<file path="src/rtl/mcs51_bus_if.sv">
// rtl/mcs51_bus_if.sv - request/done handshake plus 8051-style multiplexed bus pins
interface mcs51_bus_if;
  logic        i_req;
  logic        i_we;
  logic [15:0] i_addr;
  logic [7:0]  i_wdata;
  logic        o_busy;
  logic        o_done;
  logic [7:0]  o_rdata;
  logic [7:0]  ad_dout;
  logic        ad_oe;
  logic [7:0]  ad_din;
  logic [7:0]  o_ah;
  logic        o_ale;
  logic        o_wr;
  logic        o_rd;
  wire  [7:0]  io_ad;

  // Resolved AD bus: the master's enable selects its drive, otherwise the far side's.
  assign io_ad = ad_oe ? ad_dout : ad_din;

  modport master (
    input  i_req, i_we, i_addr, i_wdata, io_ad,
    output o_busy, o_done, o_rdata, ad_dout, ad_oe, o_ah, o_ale, o_wr, o_rd
  );

  modport slave (
    output i_req, i_we, i_addr, i_wdata, ad_din,
    input  o_busy, o_done, o_rdata, ad_dout, ad_oe, o_ah, o_ale, o_wr, o_rd, io_ad
  );
endinterface

</file>
<file path="src/rtl/mcs51_bus_master.sv">
// rtl/mcs51_bus_master.sv - one full multiplexed ALE/WR/RD bus cycle per accepted request
module mcs51_bus_master #(
  parameter int ALE_CYC   = 2,
  parameter int AHOLD_CYC = 1,
  parameter int SETUP_CYC = 1,
  parameter int STB_CYC   = 3,
  parameter int HOLD_CYC  = 1
) (
  input  logic        i_clk,
  input  logic        i_rst,
  mcs51_bus_if.master bus
);
  localparam int CW = 8;

  typedef enum logic [2:0] {S_IDLE, S_ADDR, S_AHOLD, S_SETUP, S_STROBE, S_HOLD} state_t;

  state_t        state, state_d;
  logic [CW-1:0] cnt, cnt_d;
  logic          we_q, we_d;
  logic [15:0]   addr_q, addr_d;
  logic [7:0]    wdata_q, wdata_d;
  logic [7:0]    rdata_q, rdata_d;
  logic [7:0]    dout_q, dout_d;
  logic [7:0]    ah_q, ah_d;
  logic          oe_q, oe_d;
  logic          ale_q, ale_d;
  logic          wr_q, wr_d;
  logic          rd_q, rd_d;
  logic          busy_q, busy_d;
  logic          done_q, done_d;

  always_ff @(posedge i_clk or posedge i_rst) begin
    if (i_rst) begin
      state   <= S_IDLE;
      cnt     <= '0;
      we_q    <= 1'b0;
      addr_q  <= '0;
      wdata_q <= '0;
      rdata_q <= '0;
      dout_q  <= '0;
      ah_q    <= '0;
      oe_q    <= 1'b0;
      ale_q   <= 1'b0;
      wr_q    <= 1'b1;
      rd_q    <= 1'b1;
      busy_q  <= 1'b0;
      done_q  <= 1'b0;
    end else begin
      state   <= state_d;
      cnt     <= cnt_d;
      we_q    <= we_d;
      addr_q  <= addr_d;
      wdata_q <= wdata_d;
      rdata_q <= rdata_d;
      dout_q  <= dout_d;
      ah_q    <= ah_d;
      oe_q    <= oe_d;
      ale_q   <= ale_d;
      wr_q    <= wr_d;
      rd_q    <= rd_d;
      busy_q  <= busy_d;
      done_q  <= done_d;
    end
  end

  always_comb begin
    state_d = state;
    cnt_d   = cnt;
    we_d    = we_q;
    addr_d  = addr_q;
    wdata_d = wdata_q;
    rdata_d = rdata_q;

    if (state == S_IDLE) begin
      if (bus.i_req) begin
        state_d = S_ADDR;
        cnt_d   = CW'(ALE_CYC - 1);
        we_d    = bus.i_we;
        addr_d  = bus.i_addr;
        wdata_d = bus.i_wdata;
      end
    end else if (cnt != '0) begin
      cnt_d = cnt - 1'b1;
    end else begin
      // Counter expired: advance and reload with the next phase's length.
      case (state)
        S_ADDR:   begin state_d = S_AHOLD;  cnt_d = CW'(AHOLD_CYC - 1); end
        S_AHOLD:  begin state_d = S_SETUP;  cnt_d = CW'(SETUP_CYC - 1); end
        S_SETUP:  begin state_d = S_STROBE; cnt_d = CW'(STB_CYC - 1);   end
        S_STROBE: begin state_d = S_HOLD;   cnt_d = CW'(HOLD_CYC - 1);  end
        default:  begin state_d = S_IDLE;   cnt_d = '0;                 end
      endcase
    end

    if (state == S_STROBE && cnt == '0 && !we_q)
      rdata_d = bus.io_ad;

    // Pin values are derived from the next state so every output comes straight from a flop.
    ale_d  = (state_d == S_ADDR);
    wr_d   = !(state_d == S_STROBE && we_d);
    rd_d   = !(state_d == S_STROBE && !we_d);
    busy_d = (state_d != S_IDLE);
    done_d = (state == S_HOLD) && (state_d == S_IDLE);
    ah_d   = (state_d == S_IDLE) ? ah_q : addr_d[15:8];

    case (state_d)
      S_ADDR, S_AHOLD:          begin oe_d = 1'b1; dout_d = addr_d[7:0]; end
      S_SETUP, S_STROBE, S_HOLD: begin oe_d = we_d; dout_d = wdata_d;    end
      default:                  begin oe_d = 1'b0; dout_d = dout_q;      end
    endcase
  end

  assign bus.o_busy  = busy_q;
  assign bus.o_done  = done_q;
  assign bus.o_rdata = rdata_q;
  assign bus.ad_dout = dout_q;
  assign bus.ad_oe   = oe_q;
  assign bus.o_ah    = ah_q;
  assign bus.o_ale   = ale_q;
  assign bus.o_wr    = wr_q;
  assign bus.o_rd    = rd_q;
endmodule

</file>
<file path="src/flat_wrapper.sv">
// flat-port wrapper written by rule: the top's interface ports become plain ports
module mcs51_bus_master_flat 
#(
  parameter int ALE_CYC   = 2,
  parameter int AHOLD_CYC = 1,
  parameter int SETUP_CYC = 1,
  parameter int STB_CYC   = 3,
  parameter int HOLD_CYC  = 1
)
  (i_clk, i_rst, bus_i_req, bus_i_we, bus_i_addr, bus_i_wdata, bus_o_busy, bus_o_done, bus_o_rdata, bus_ad_dout, bus_ad_oe, bus_o_ah, bus_o_ale, bus_o_wr, bus_o_rd);
  mcs51_bus_if bus_i ();
  input  logic i_clk;
  input  logic i_rst;
  input wire logic [$bits(bus_i.i_req)-1:0] bus_i_req;
  input wire logic [$bits(bus_i.i_we)-1:0] bus_i_we;
  input wire logic [$bits(bus_i.i_addr)-1:0] bus_i_addr;
  input wire logic [$bits(bus_i.i_wdata)-1:0] bus_i_wdata;
  output wire logic [$bits(bus_i.o_busy)-1:0] bus_o_busy;
  output wire logic [$bits(bus_i.o_done)-1:0] bus_o_done;
  output wire logic [$bits(bus_i.o_rdata)-1:0] bus_o_rdata;
  output wire logic [$bits(bus_i.ad_dout)-1:0] bus_ad_dout;
  output wire logic [$bits(bus_i.ad_oe)-1:0] bus_ad_oe;
  output wire logic [$bits(bus_i.o_ah)-1:0] bus_o_ah;
  output wire logic [$bits(bus_i.o_ale)-1:0] bus_o_ale;
  output wire logic [$bits(bus_i.o_wr)-1:0] bus_o_wr;
  output wire logic [$bits(bus_i.o_rd)-1:0] bus_o_rd;
  assign bus_i.i_req = bus_i_req;
  assign bus_i.i_we = bus_i_we;
  assign bus_i.i_addr = bus_i_addr;
  assign bus_i.i_wdata = bus_i_wdata;
  assign bus_o_busy = bus_i.o_busy;
  assign bus_o_done = bus_i.o_done;
  assign bus_o_rdata = bus_i.o_rdata;
  assign bus_ad_dout = bus_i.ad_dout;
  assign bus_ad_oe = bus_i.ad_oe;
  assign bus_o_ah = bus_i.o_ah;
  assign bus_o_ale = bus_i.o_ale;
  assign bus_o_wr = bus_i.o_wr;
  assign bus_o_rd = bus_i.o_rd;
  mcs51_bus_master #(.ALE_CYC(ALE_CYC), .AHOLD_CYC(AHOLD_CYC), .SETUP_CYC(SETUP_CYC), .STB_CYC(STB_CYC), .HOLD_CYC(HOLD_CYC)) u_core (.i_clk(i_clk), .i_rst(i_rst), .bus(bus_i));
endmodule
</file>
<file path="config.mk">
export PLATFORM = sky130hd
export DESIGN_NAME = mcs51_bus_master_flat
export DESIGN_NICKNAME = d
export VERILOG_FILES = /design/src/rtl/mcs51_bus_if.sv /design/src/rtl/mcs51_bus_master.sv /design/src/flat_wrapper.sv
export SDC_FILE = /design/constraint.sdc
export NUM_CORES = 1
export LEC_CHECK = 0
export ABC_AREA = 1
export BUFFER_PORTS_ARGS = -buffer_cell sky130_fd_sc_hd__buf_2
export CORE_MARGIN = 3
export CORE_UTILIZATION = 51
export CTS_BUF_LIST = sky130_fd_sc_hd__clkbuf_4
export CTS_CLUSTER_DIAMETER = 50
export CTS_CLUSTER_SIZE = 40
export DETAILED_ROUTE_END_ITERATION = 7
export GPL_TIMING_DRIVEN = 1
export PLACE_DENSITY = 0.85
export SLEW_MARGIN = 10
export SYNTH_ARGS = -nofsm -noshare
export SYNTH_HDL_FRONTEND = slang
export SYNTH_SLANG_ARGS = --single-unit
</file>
<file path="constraint.sdc">
create_clock -name i_clk -period 2.19 [get_ports i_clk]
set_input_delay 0.438 -clock i_clk [delete_from_list [all_inputs] [get_ports i_clk]]
set_output_delay 0.438 -clock i_clk [all_outputs]
set_load 0.01 [all_outputs]
</file>
# ---- Yosys cells after proc, flatten, opt, wreduce, memory -nomap -nowiden
# Cells that the tools add are included.
dict set report totals {
  in_bits 28
  output_inout_bits 30
  register_bits 66
  elab_cells 60
}
dict set report op_classes {
  muxes 17
  eq_ne 11
  reduce_logical 17
  n_addsub 1
}
# op n
set op_table {}
lappend op_table {{two-way mux 8 bit} 6}
lappend op_table {{two-way mux 16 bit} 2}
lappend op_table {{one-hot mux 8 bit (2 select lines)} 1}
lappend op_table {{== test 3 x 2 -> 1 bit, second input constant} 4}
lappend op_table {{== test 3 bit, second input constant} 4}
lappend op_table {{one-hot mux 3 bit (4 select lines)} 1}
lappend op_table {{two-way mux 3 bit} 3}
lappend op_table {{zero test 8 bit} 1}
lappend op_table {{nonzero test 8 bit} 1}
lappend op_table {{subtractor 8 x 1 -> 8 bit, second input constant} 1}
lappend op_table {{== test 3 x 1 -> 1 bit, second input constant} 2}
lappend op_table {{zero test 3 bit} 2}
lappend op_table {{logical AND 1 bit} 5}
lappend op_table {{zero test 1 bit} 4}
lappend op_table {{nonzero test 3 bit} 1}
lappend op_table {{OR reduction 3 bit} 1}
lappend op_table {{two-way mux 1 bit} 2}
lappend op_table {{two-way mux 2 bit} 1}
lappend op_table {{!= test 2 bit, second input constant} 1}
lappend op_table {{one-hot mux 1 bit (2 select lines)} 1}
lappend op_table {{nonzero test 2 bit} 1}
lappend op_table {{OR reduction 2 bit} 1}

# ---- Depth between registers and ports, before layout
# Gate-level depths: netlist (run 1).
dict set report depth {
  depth_word 7
  depth_mapped 14
  mapped_depth_nobuf 14
}

# ---- Least setup slack after synthesis (run 1)
# No wires, ideal clock.
dict set report synth_path {
  path_type {flip-flop to flip-flop}
  start {reg u_core.cnt[0]}
  end {reg u_core.dout_q[0] (netlist: u_core.bus.ad_dout[0])}
  t_required_ns 2.074
  stages_incl_launch_ff 14
  period_less_slack_ns 1.725
  t_arrival_ns 1.609
  slack_ns 0.465
  path_buffers 0
  setup_ns 0.116
  path_cell_list {dfrtp_1 inv_1 ha_1 nand2_1 nor2_4 nand2_2 nand2_2 nand2_2 nor2_8 nand2_4 nand2_8 nor2_8 nand2_1 nand2_1}
}
dict set report synth_via {
  elab_chain_len 6
  word_cells_on_any_way 12
  classes_between {5 x eq/ne; 3 x mux; 4 x reduce/logical}
}
# item line
set synth_lines {}
lappend synth_lines {{from (decl)} mcs51_bus_master.sv:18} ;# logic [CW-1:0] cnt, cnt_d;
lappend synth_lines {{from (signal assigned)} mcs51_bus_master.sv:50} ;# cnt <= cnt_d;
lappend synth_lines {{nonzero test 8 bit (*)} mcs51_bus_master.sv:82} ;# end else if (cnt != '0) begin
lappend synth_lines {{two-way mux 3 bit (*)} mcs51_bus_master.sv:82}
lappend synth_lines {{two-way mux 3 bit (*)} mcs51_bus_master.sv:74} ;# if (state == S_IDLE) begin
lappend synth_lines {{net u_core.state_d[1]} mcs51_bus_master.sv:17} ;# state_t state, state_d;
lappend synth_lines {{== test 3 x 2 -> 1 bit, or another cell as far along} mcs51_bus_master.sv:106} ;# case (state_d)
lappend synth_lines {{OR reduction 3 bit / OR reduction 2 bit (equally long branches)} mcs51_bus_master.sv:106}
lappend synth_lines {{one-hot mux 8 bit (2 select lines) / nonzero test 2 bit (equally long branches)} -}
lappend synth_lines {{to (signal assigned)} mcs51_bus_master.sv:55} ;# dout_q <= dout_d;
lappend synth_lines {{to (decl)} mcs51_bus_master.sv:23} ;# logic [7:0] dout_q, dout_d;
# The timed path passes the listed nets; every way through them passes the cells marked *.
# A chain may end at the register's enable or synchronous reset.

# ---- Worst setup path in the final report (run 1)
dict set report layout_path {
  start {reg u_core.cnt[0]}
  end {reg u_core.dout_q[7] (netlist: u_core.bus.ad_dout[7])}
}
# The elaborated chain is that of the path after synthesis.

==> metrics.txt, run 1 <==
status finished, final reports clean; asr flop ratio synth 100.0%; clk slew on worst S/H paths 100 ps; Rel. slew slack between 70% and 80%; period utilization 91.64%; RSZ-0062 raised after global routing no; Hold Crit Class input pin to asynchronous set/reset pin; Netlist cell types 25; first-pass iteration count of the detailed router 7; crit-path max FO 10; crit-path max cell delay 420 ps; Worst Path Required 2480 ps; Placeable Area 5540 um^2; fraction of layout cells with a size suffix above 1 28.35%; Synth Instances roughly 330; vias after detailed routing 2315; Post-route DRC 0; Leakage 1.896 nW; final setup violation count 0; area leader, netlist dfrtp_1; most instantiated cells after synthesis nand2_1 (149), dfrtp_1 (64), nand3_1 (18); Horiz. Die Dim ~82 um; post-CTS resize count 0; Via density roughly 5; # port buffers 57; Routed WL per cell 12.81 um; Sum Neg Setup Slack 0 ps; CTS tree done; H-tree Lvls 3; CP endpoint kind flop; Max Cap Viol 0; Std-Cell Rows 27; number of synthesized flops with an enable pin 0; critical path class flop to flop; Bufs and invs on worst path 1; VDD IR max 0.6272 mV; vias in the first global route 2209; Routed WL 5984 um; die span in y 82.04 um; initial DRC count 132; worst slew pin tran 414.9 ps; Slew Viols, Final 0; final hold vios 0; crit path cell chain inv_1 > ha_1 > nand2_1 > nor2_4 > nand2_2 > nand2_2 > nand2_2 > nor2_8 > nand2_4 > nand2_8 > nor2_8 > nand2_1 > nand2_1; Total GRT Usage 20.01%; dominant synthesized flop cell dfrtp_1; post-route minimum period 2007 ps; largest cells by area after synthesis dfrtp_1 (54%), nand2_1 (19%), nand3_1 (3.1%), mux2_2 (3.1%), inv_1 (2.2%); NumNets Final between 400 and 500; Starting Density between 50% and 60%; Seq/Total Area, Yosys a little under three fifths; Sink Count 66; Slowest cell on crit path dfrtp_1; Skew-Pair Late Insertion Delay ~400 ps; Post-Syn Nets 356; synthesized area about 2900 um^2; final antenna-violating net count 0; skew final 10.45 ps; Crit path max-delay family simple AND/OR/NAND/NOR gates; Hold Worst Slack 92.36 ps; die area 6731 um^2; pwr dens between 1000 and 1500 nW/um^2; ANT cells 0; fillcell total 489; Avg Cell Area, Syn 9.019 um^2; crit path DAT ~2300 ps; Highest Clock Rate 498.3 MHz; GPL Wtd Cong roughly 0.85; dpl hpwl roughly 4200 um; YS warnings 8; Multi-input gate area between 1000 and 1500 um^2; postcts setup bufs 0; initial antenna violation count 0; Yosys top cell area share 54.31%; # hold bufs at CTS 0; most frequent cell after synthesis nand2_1; first-pass GRT wire length 9984 um; Register Area 1654 um^2; largest net degree at the start of global routing 67; TritonCTS buffer count 9; io pins 58; CTS max path bufs 2; Root Buffer clkbuf_4; Critical Path Start Type flop; area delta synth->final 16.76%; gr ovfl total 0; Yosys reg bits 66
logic make-up (layout without fill, tap and decap cells):
logic type | count (synthesis) | after routing | share of synthesized area (%)
buffers and inverters | 32 | 100 | 4.455
adder cells (fa/ha/maj) | 1 | 1 | 0.4242
AND/OR/NAND/NOR | 200 | 200 | 31.48
flip-flops | 66 | 66 | 56.09
multiplexers | 8 | 8 | 3.055
AO/OA/AOI/OAI | 14 | 14 | 2.715
XOR/XNOR | 6 | 6 | 1.782
report_power, final:
group	total [mW]	switching, mW	internal, mW
Clock	0.740	0.397	0.342
Sequential	2.00	0.290	1.70
Combinational	1.75	1.13	0.626
Total	4.49	1.82	2.67
per-layer routing:
layer  GRT usage [%]  up-vias  part of all wire [%]
met2           31.91       52                    49
met5               0        -                     0
met4           7.973        0                   1.7
li1                -     1148                     -
met3           5.263        8                   4.2
met1           26.04     1107                    45
cell usage in the layout (no fill, tap or decap), drive strengths merged, types with 2 or more instances in the layout:
cell type	n
a21oi	3
a31oi	2
buf	60
clkbuf	10
clkinv	4
dfrtp	64
dfstp	2
inv	25
mux2	8
nand2	160
nand3	18
nor2	17
nor3	4
o21ai	3
o22ai	6
xor2	5
path summary, 6_finish.rpt:
kind	from	to	slack, ps	depth (start not counted)
hold reg to reg	u_core.addr_q[1]$_DFF_PP0_	u_core.addr_q[1]$_DFF_PP0_	480	2
max in group asynchronous	i_rst	u_core.bus.o_wr$_DFF_PP1_	1780	3
setup / recovery	u_core.cnt[0]$_DFFE_PP0P_	u_core.bus.ad_dout[7]$_DFFE_PP0P_	180	13
setup reg to reg	u_core.cnt[0]$_DFFE_PP0P_	u_core.bus.ad_dout[7]$_DFFE_PP0P_	180	13
hold / removal	i_rst	u_core.bus.o_ah[1]$_DFFE_PP0P_	90	3
min in group i_clk	bus_i_addr[2]	u_core.addr_q[2]$_DFF_PP0_	260	3
final cells by class:
cell class	instances	share of cell area [%]
well taps	72	2.616
clock buffers	10	2.180
inverters	25	2.725
multi-input cells	229	33.79
repair buffers	60	9.302
flip-flops and latches	66	48.04
clock inverters	5	1.344
per-stage QoR:
stage / setup slack [ps] / utilization [%] / cells / total power, mW / instance area [um^2]
global route: 11.03 / 62.15 / 467 / 4.867 / 3443
floorplan: 100.5 / - / 327 / 3.268 / 2949
detailed placement: 205.9 / 59.96 / 452 / 3.766 / 3322
finish: 183.1 / 62.15 / 467 / 4.489 / 3443
global placement: 344.1 / 59.96 / 452 / 3.669 / 3322
CTS: 164.5 / 62.15 / 467 / 4.525 / 3443
registers in the layout, indices dropped and copies added (netlist names):
| signal | flops |
|---|---|
| u_core.bus.o_busy | 1 |
| u_core.addr_q | 16 |
| u_core.wdata_q | 8 |
| u_core.bus.o_done | 1 |
| u_core.bus.ad_dout | 8 |
| u_core.cnt | 8 |
| u_core.state | 3 |
| u_core.bus.o_wr | 1 |
| u_core.bus.o_rdata | 8 |
| u_core.bus.o_ale | 1 |
| u_core.bus.o_ah | 8 |
| u_core.bus.o_rd | 1 |
| u_core.we_q | 1 |
| u_core.bus.ad_oe | 1 |
worst reg2reg max path, stage by stage (launching register included):
cell,delay [ps]
dfrtp_1,420
inv_1,70
ha_1,230
nand2_1,110
nor2_4,140
nand2_2,120
nand2_2,100
nand2_2,110
nor2_8,180
nand2_4,100
nand2_8,120
nor2_8,80
nand2_1,70
nand2_1,60
(Power assumes the default switching activity.)
==> run 2: changes to the inputs <==
--- a/config.mk
+++ b/config.mk
@@ -6,7 +6,7 @@
 export NUM_CORES = 1
 export LEC_CHECK = 0
 export ABC_AREA = 1
-export BUFFER_PORTS_ARGS = -buffer_cell sky130_fd_sc_hd__buf_2
+export BUFFER_PORTS_ARGS = -buffer_cell sky130_fd_sc_hd__clkbuf_2
 export CORE_MARGIN = 3
 export CORE_UTILIZATION = 51
 export CTS_BUF_LIST = sky130_fd_sc_hd__clkbuf_4
@@ -14,7 +14,7 @@
 export CTS_CLUSTER_SIZE = 40
 export DETAILED_ROUTE_END_ITERATION = 7
 export GPL_TIMING_DRIVEN = 1
-export PLACE_DENSITY = 0.85
+export PLACE_DENSITY = 0.89
 export SLEW_MARGIN = 10
 export SYNTH_ARGS = -nofsm -noshare
 export SYNTH_HDL_FRONTEND = slang
==> run 2 against run 1 <==
Critical path depth is the same. Via count grew 2.2%. Worst setup slack gained 8.9 ps. Hold slack lost 15 ps. Register-to-register slack is essentially flat. Sequential share of layout area shrank 0.62 points. Clock power grew 22%. Die area is the same. Cell count grew 0.21%. Maximum frequency grew 0.44%. Largest cell class unchanged.
==> metrics.txt, run 2 (same netlist as run 1, synthesis figures left out) <==
Std-Cell Rows 27 (unchanged); Horiz. Die Dim 82.04 um (unchanged); Post-route DRC 0 (unchanged); FF-to-FF Start u_core.cnt[1]$_DFFE_PP0P_; Skew-Pair Late Insertion Delay 400 ps (about the same); final hold vios 0 (unchanged); NumNets Final 420 (unchanged); Critical Path Start Type flop; die area 6731 um^2 (unchanged); final antenna-violating net count 0 (unchanged); fraction of layout cells with a size suffix above 1 29.55% (+1.2 points); Multi-input gate area 1174 um^2 (+0.86%); vias after detailed routing 2367 (+2.2%); largest net degree at the start of global routing 32 (-52%); postcts setup bufs 0 (unchanged); ANT cells 0 (unchanged); Sink Count 66 (unchanged); fillcell total 459 (-6.1%); CP endpoint kind flop; pwr dens 1340 nW/um^2 (+2.8%); Total GRT Usage 20.97% (+0.96 points); crit path DAT 2290 ps (about the same); skew final 13.72 ps (+3.267 ps); critical path class flop to flop; R2R setup slack 190 ps (about the same); Routed WL per cell 13.41 um (+4.6%); Sum Neg Setup Slack 0 ps (unchanged); Highest Clock Rate 500.5 MHz (+0.44%); filler-free cell count of the finished design 468 (+0.21%); Hold Crit Class input pin to asynchronous set/reset pin; worst reg2reg endpoint u_core.bus.ad_dout[6]$_DFFE_PP0P_; Routed WL 6274 um (+4.8%); Worst Path Required 2480 ps (about the same); period utilization 91.23% (-0.40 points); crit path cell chain inv_1 > ha_1 > nand2_1 > nor2_4 > nand2_2 > nand2_2 > nand2_2 > nor2_8 > nand2_4 > nand2_8 > nor2_8 > nand2_1 > nand2_1; dpl hpwl 4423 um (+5.2%); CTS max path bufs 2 (unchanged); first-pass iteration count of the detailed router 7 (unchanged); # port buffers 57 (unchanged); Slew Viols, Final 0 (unchanged); Placeable Area 5540 um^2 (unchanged); vias in the first global route 2305 (+4.3%); Slowest cell on crit path dfrtp_1; RSZ-0062 raised after global routing no; final setup violation count 0 (unchanged); die span in y 82.04 um (unchanged); worst slew pin tran 611.0 ps (+196.1 ps); area delta synth->final 18.29%; Max Cap Viol 0 (unchanged); crit-path max FO 10 (unchanged); TritonCTS buffer count 9 (unchanged); Bufs and invs on worst path 1 (unchanged); Crit path max-delay family simple AND/OR/NAND/NOR gates; path depth of the worst reg2reg path 13 (unchanged); max reg flops 16 (unchanged); CTS tree done; gr ovfl total 0 (unchanged); # hold bufs at CTS 0 (unchanged); Leakage 1.911 nW (+0.82%); first-pass GRT wire length 10630 um (+6.4%); commonest non-fill, non-tap cell in the layout nand2_1; crit-path max cell delay 410 ps (about the same); Hold Worst Slack 77.62 ps (-14.74 ps); post-CTS resize count 0 (unchanged); register name with the most flops u_core.addr_q; status finished, final reports clean; clk slew on worst S/H paths 120 ps (+20 ps); VDD IR max 0.6498 mV (+3.6%); most frequent cells in the layout nand2_1 (149), dfrtp_1 (64), clkbuf_2 (57), nand3_1 (17), inv_1 (16); io pins 58 (unchanged); overall power 4.675 mW (+4.1%); H-tree Lvls 3 (unchanged); Starting Density 53.23% (unchanged); Rel. slew slack 59.21% (-13 points); Place WS 245.1 ps (+39.19 ps); Placed Cells 452 (unchanged); Register Area 1654 um^2 (unchanged); Root Buffer clkbuf_4; post-route minimum period 1998 ps (-8.856 ps); initial antenna violation count 0 (unchanged); Via density 5.058 (+2.0%); initial DRC count 211 (+60%); setup ws final 192.0 ps (+8.856 ps); GPL Wtd Cong 0.8754 (+2.8%); cell count along the critical path 13 (unchanged)
==> run 2: changes by cell type in the layout (fill, tap and decap cells not counted), sizes merged <==
cell / before / now
bufinv: 1 / 2
clkinvlp: 0 / 1
clkbuf: 10 / 67
buf: 60 / 3
clkinv: 4 / 3
==> run 2: stage by stage <==
stage | util [%] | area, um^2
floorplan | - | 2949
detailed placement | 59.96 | 3322
global route | 62.96 | 3488
finish | 62.96 | 3488
CTS | 62.78 | 3478
global placement | 59.96 | 3322
==> run 2: worst max path at each step <==
stage / from / end / slack [ps]
final: u_core.cnt[1]$_DFFE_PP0P_ / u_core.bus.ad_dout[6]$_DFFE_PP0P_ / 190
after floorplan: i_rst / u_core.addr_q[0]$_DFF_PP0_ / 100
after CTS: u_core.cnt[1]$_DFFE_PP0P_ / u_core.bus.ad_dout[6]$_DFFE_PP0P_ / 190
after detailed placement: u_core.cnt[0]$_DFFE_PP0P_ / u_core.bus.ad_dout[0]$_DFFE_PP0P_ / 250
after global placement: u_core.cnt[0]$_DFFE_PP0P_ / u_core.bus.o_done$_DFF_PP0_ / 280
after global routing: u_core.cnt[1]$_DFFE_PP0P_ / u_core.bus.ad_dout[6]$_DFFE_PP0P_ / 10
==> run 2: layout make-up <==
| class | instances | area share, % |
|---|---|---|
| multi-input cells | 229 | 33.64 |
| flip-flops and latches | 66 | 47.42 |
| well taps | 72 | 2.582 |
| repair buffers | 60 | 9.182 |
| inverters | 25 | 2.690 |
| clock inverters | 6 | 2.331 |
| clock buffers | 10 | 2.152 |
==> run 2: routing by layer <==
metal | GRT usage (%) | wire [um] | vias to the layer above
met2 | 33.20 | 3166 | 67
met3 | 6.031 | 312 | 13
met1 | 27.03 | 2676 | 1132
met5 | 0 | 0 | -
li1 | - | - | 1155
met4 | 8.638 | 118 | 0
==> run 2: where the power goes <==
| part | internal [mW] | switching (mW) |
|---|---|---|
| sequential | 1.70 | 0.300 |
| combinational | 0.626 | 1.14 |
| clock | 0.469 | 0.436 |
==> run 3: changes to the inputs <==
--- a/config.mk
+++ b/config.mk
@@ -5,7 +5,6 @@
 export SDC_FILE = /design/constraint.sdc
 export NUM_CORES = 1
 export LEC_CHECK = 0
-export ABC_AREA = 1
 export BUFFER_PORTS_ARGS = -buffer_cell sky130_fd_sc_hd__clkbuf_2
 export CORE_MARGIN = 3
 export CORE_UTILIZATION = 51
@@ -14,6 +13,7 @@
 export CTS_CLUSTER_SIZE = 40
 export DETAILED_ROUTE_END_ITERATION = 7
 export GPL_TIMING_DRIVEN = 1
+export MAX_ROUTING_LAYER = met4
 export PLACE_DENSITY = 0.89
 export SLEW_MARGIN = 10
 export SYNTH_ARGS = -nofsm -noshare
==> run 3 against run 2 <==
Non-clock buffer count is 7 higher. Synthesized area is 2.8% lower. Critical path depth is 7 lower. Sequential power is 3% higher. Clock skew is 4.2 ps higher. Sequential share of layout area is 1.1 points higher. Largest power group unchanged. Maximum frequency is 5.4% lower. Flip-flop and latch count stayed put. Count of clock-buffer cells in the layout stayed put. Total power is 2.2% lower. Clock power is 15% lower.
==> metrics.txt, run 3 <==
sequential share of power 44.9% (+2.0 points); H-tree Lvls 3 (unchanged); crit path DAT 2420 ps (+130 ps); Routed WL 5987 um (-4.6%); crit-path max FO 8 (-2); most instantiated cells after synthesis dfrtp_1 (64), inv_1 (24), mux2i_1 (18); GPL Wtd Cong 0.9079 (+3.7%); Root Buffer clkbuf_4; postcts setup bufs 0 (unchanged); vias in the first global route 2048 (-11%); skew final 17.93 ps (+4.210 ps); commonest non-fill, non-tap cell in the layout dfrtp_1; Std-Cell Rows 26 (-3.7%); final hold vios 0 (unchanged); CP endpoint kind flop; Avg Cell Area, Syn 12.80 um^2 (+42%); critical path class flop to flop; largest cells by area after synthesis dfrtp_1 (56%), mux2_2 (6.7%), mux2i_1 (6.3%), mux2_4 (4.2%), inv_1 (3.1%); YS warnings 8 (unchanged); Place WS 54.77 ps (-190.3 ps); post-route minimum period 2113 ps (+115.1 ps); overall power 4.572 mW (-2.2%); Hold Crit Class input pin to asynchronous set/reset pin; switching share of total power 37.12% (-3.0 points); register name with the most flops u_core.addr_q; synthesized area 2868 um^2 (-2.8%); largest net degree at the start of global routing 67 (+110%); Yosys top cell area share 55.85% (+1.5 points); RSZ-0062 raised after global routing no; Rel. slew slack 70.22% (+11 points); area leader, netlist dfrtp_1; P_int 2.875 mW (+2.7%); Comb pwr share 38.3% (+0.5 points); Yosys reg bits 66 (unchanged); vias after detailed routing 2059 (-13%); first-pass iteration count of the detailed router 4 (-3); period utilization 96.49% (+5.3 points); clock group share of total power 16.8% (-2.6 points); pwr dens 1341 nW/um^2 (about the same); worst slew pin tran 446.8 ps (-164.2 ps); status finished, final reports clean; most frequent cell after synthesis dfrtp_1; CTS max path bufs 2 (unchanged); dpl hpwl 4260 um (-3.7%); Skew-Pair Late Insertion Delay 420 ps (+20 ps); filler-free cell count of the finished design 369 (-21%); die span in y 80.99 um (-1.3%); dominant synthesized flop cell dfrtp_1; Finished Core Util 64.67% (+1.7 points); fillcell total 394 (-14%); final antenna-violating net count 0 (unchanged); Leakage 1.646 nW (-14%); DP Area 3268 um^2 (-1.6%); Critical Path Start Type flop; initial DRC count 177 (-16%); Placed Cells 353 (-22%); Routed WL per cell 16.22 um (+21%); setup ws final 76.87 ps (-115.1 ps); Max Cap Viol 0 (unchanged); area delta synth->final 18.85%; VDD IR max 0.8628 mV (+33%); io pins 58 (unchanged); TritonCTS buffer count 9 (unchanged); # port buffers 57 (unchanged); gr ovfl total 0 (unchanged); fraction of layout cells with a size suffix above 1 40.47% (+11 points); final setup violation count 0 (unchanged); Hold Worst Slack 70.38 ps (-7.243 ps); max reg flops 16 (unchanged); ANT cells 0 (unchanged); NumNets Final 323 (-23%); Post-Syn Nets 253 (-29%); Netlist cell types 39 (+56%); initial antenna violation count 0 (unchanged); Sum Neg Setup Slack 0 ps (unchanged); Highest Clock Rate 473.2 MHz (-5.4%); asr flop ratio synth 100.0% (unchanged); Sink Count 66 (unchanged); Horiz. Die Dim 80.99 um (-1.3%); Seq/Total Area, Yosys 57.68% (+1.6 points); Slew Viols, Final 0 (unchanged); die area 6559 um^2 (-2.6%); number of synthesized flops with an enable pin 0 (unchanged); clk slew on worst S/H paths 110 ps (about the same); Synth Instances 224 (-31%); Worst Path Required 2490 ps (about the same); Placeable Area 5270 um^2 (-4.9%); Post-route DRC 0 (unchanged); Total GRT Usage 20.87% (-0.10 points); cell area after layout 3408 um^2 (-2.3%); sw power 1.697 mW (-9.5%); Via density 5.580 (+10%); Starting Density 54.42% (+1.2 points); most frequent cells in the layout dfrtp_1 (64), clkbuf_2 (57), inv_1 (23), mux2i_1 (18), mux2_2 (17); CTS tree done; first-pass GRT wire length 9873 um (-7.1%)
-- run 3: cell types whose count changed in the layout (fill, tap and decap cells not counted), sizes merged, moves of 9 or more --
cell	before	now
mux2	8	25
mux2i	0	18
o21ai	3	17
nand3	18	2
nand2	160	7
nor2	17	8
-- run 3: repair_timing --
item                                    CTS  global route
resized for setup                         0             3
hold buffers                              0             0
endpoints found under the setup margin    0            22
-- run 3: worst max-delay path, cell delays in order, from the launching register on --
cell and delay, ps:
dfrtp_1 430, inv_1 70, ha_1 190, nor3b_4 300
nand2_2 80, or4_4 600, mux2_4 330
-- run 3: final timing paths --
check,from,end,slack [ps],cells after the start
setup / recovery,u_core.cnt[1]$_DFFE_PP0P_,u_core.bus.o_rdata[3]$_DFFE_PP0P_,80,6
hold / removal,i_rst,u_core.bus.o_rdata[2]$_DFFE_PP0P_,70,3
setup reg to reg,u_core.cnt[1]$_DFFE_PP0P_,u_core.bus.o_rdata[3]$_DFFE_PP0P_,80,6
hold reg to reg,u_core.wdata_q[1]$_DFF_PP0_,u_core.wdata_q[1]$_DFF_PP0_,490,2
max in group asynchronous,i_rst,u_core.bus.o_rd$_DFF_PP1_,1820,3
min in group i_clk,bus_i_wdata[1],u_core.wdata_q[1]$_DFF_PP0_,260,3
-- run 3: cells by family after synthesis --
kind of cell | after synthesis | synth area share [%]
multiplexers | 43 | 17.15
adder cells (fa/ha/maj) | 1 | 0.4362
AO/OA/AOI/OAI | 45 | 10.17
buffers and inverters | 32 | 5.672
flip-flops | 66 | 57.68
AND/OR/NAND/NOR | 37 | 8.900
-- run 3: area by class of cell --
cell class              instances  area [um^2]  area share, %
repair buffers                 67        385.4          11.31
clock buffers                  10        75.07          2.203
clock inverters                 6        57.56          1.689
flip-flops and latches         66         1654          48.53
well taps                      70        87.58          2.570
multi-input cells             126         1059          31.06
inverters                      24        90.09          2.643
-- run 3: metal layers --
| metal | global-route usage [%] | routed length, um | up-vias |
|---|---|---|---|
| li1 | - | - | 944 |
| met1 | 25.59 | 2469 | 1016 |
| met2 | 33.00 | 3038 | 81 |
| met3 | 6.208 | 338 | 18 |
| met4 | 7.432 | 140 | 0 |
| met5 | - | 0 | - |
-- run 3: power by group through the flow --
stage,combinational (mW),clock [mW],sequential [mW]
6_report,1.75,0.769,2.05
5_1_grt,1.94,0.839,2.11
4_1_cts,1.75,0.785,2.05
3_5_place_dp,1.73,0,2.07
3_3_place_gp,1.64,0,2.03
2_1_floorplan,1.11,0,2.07
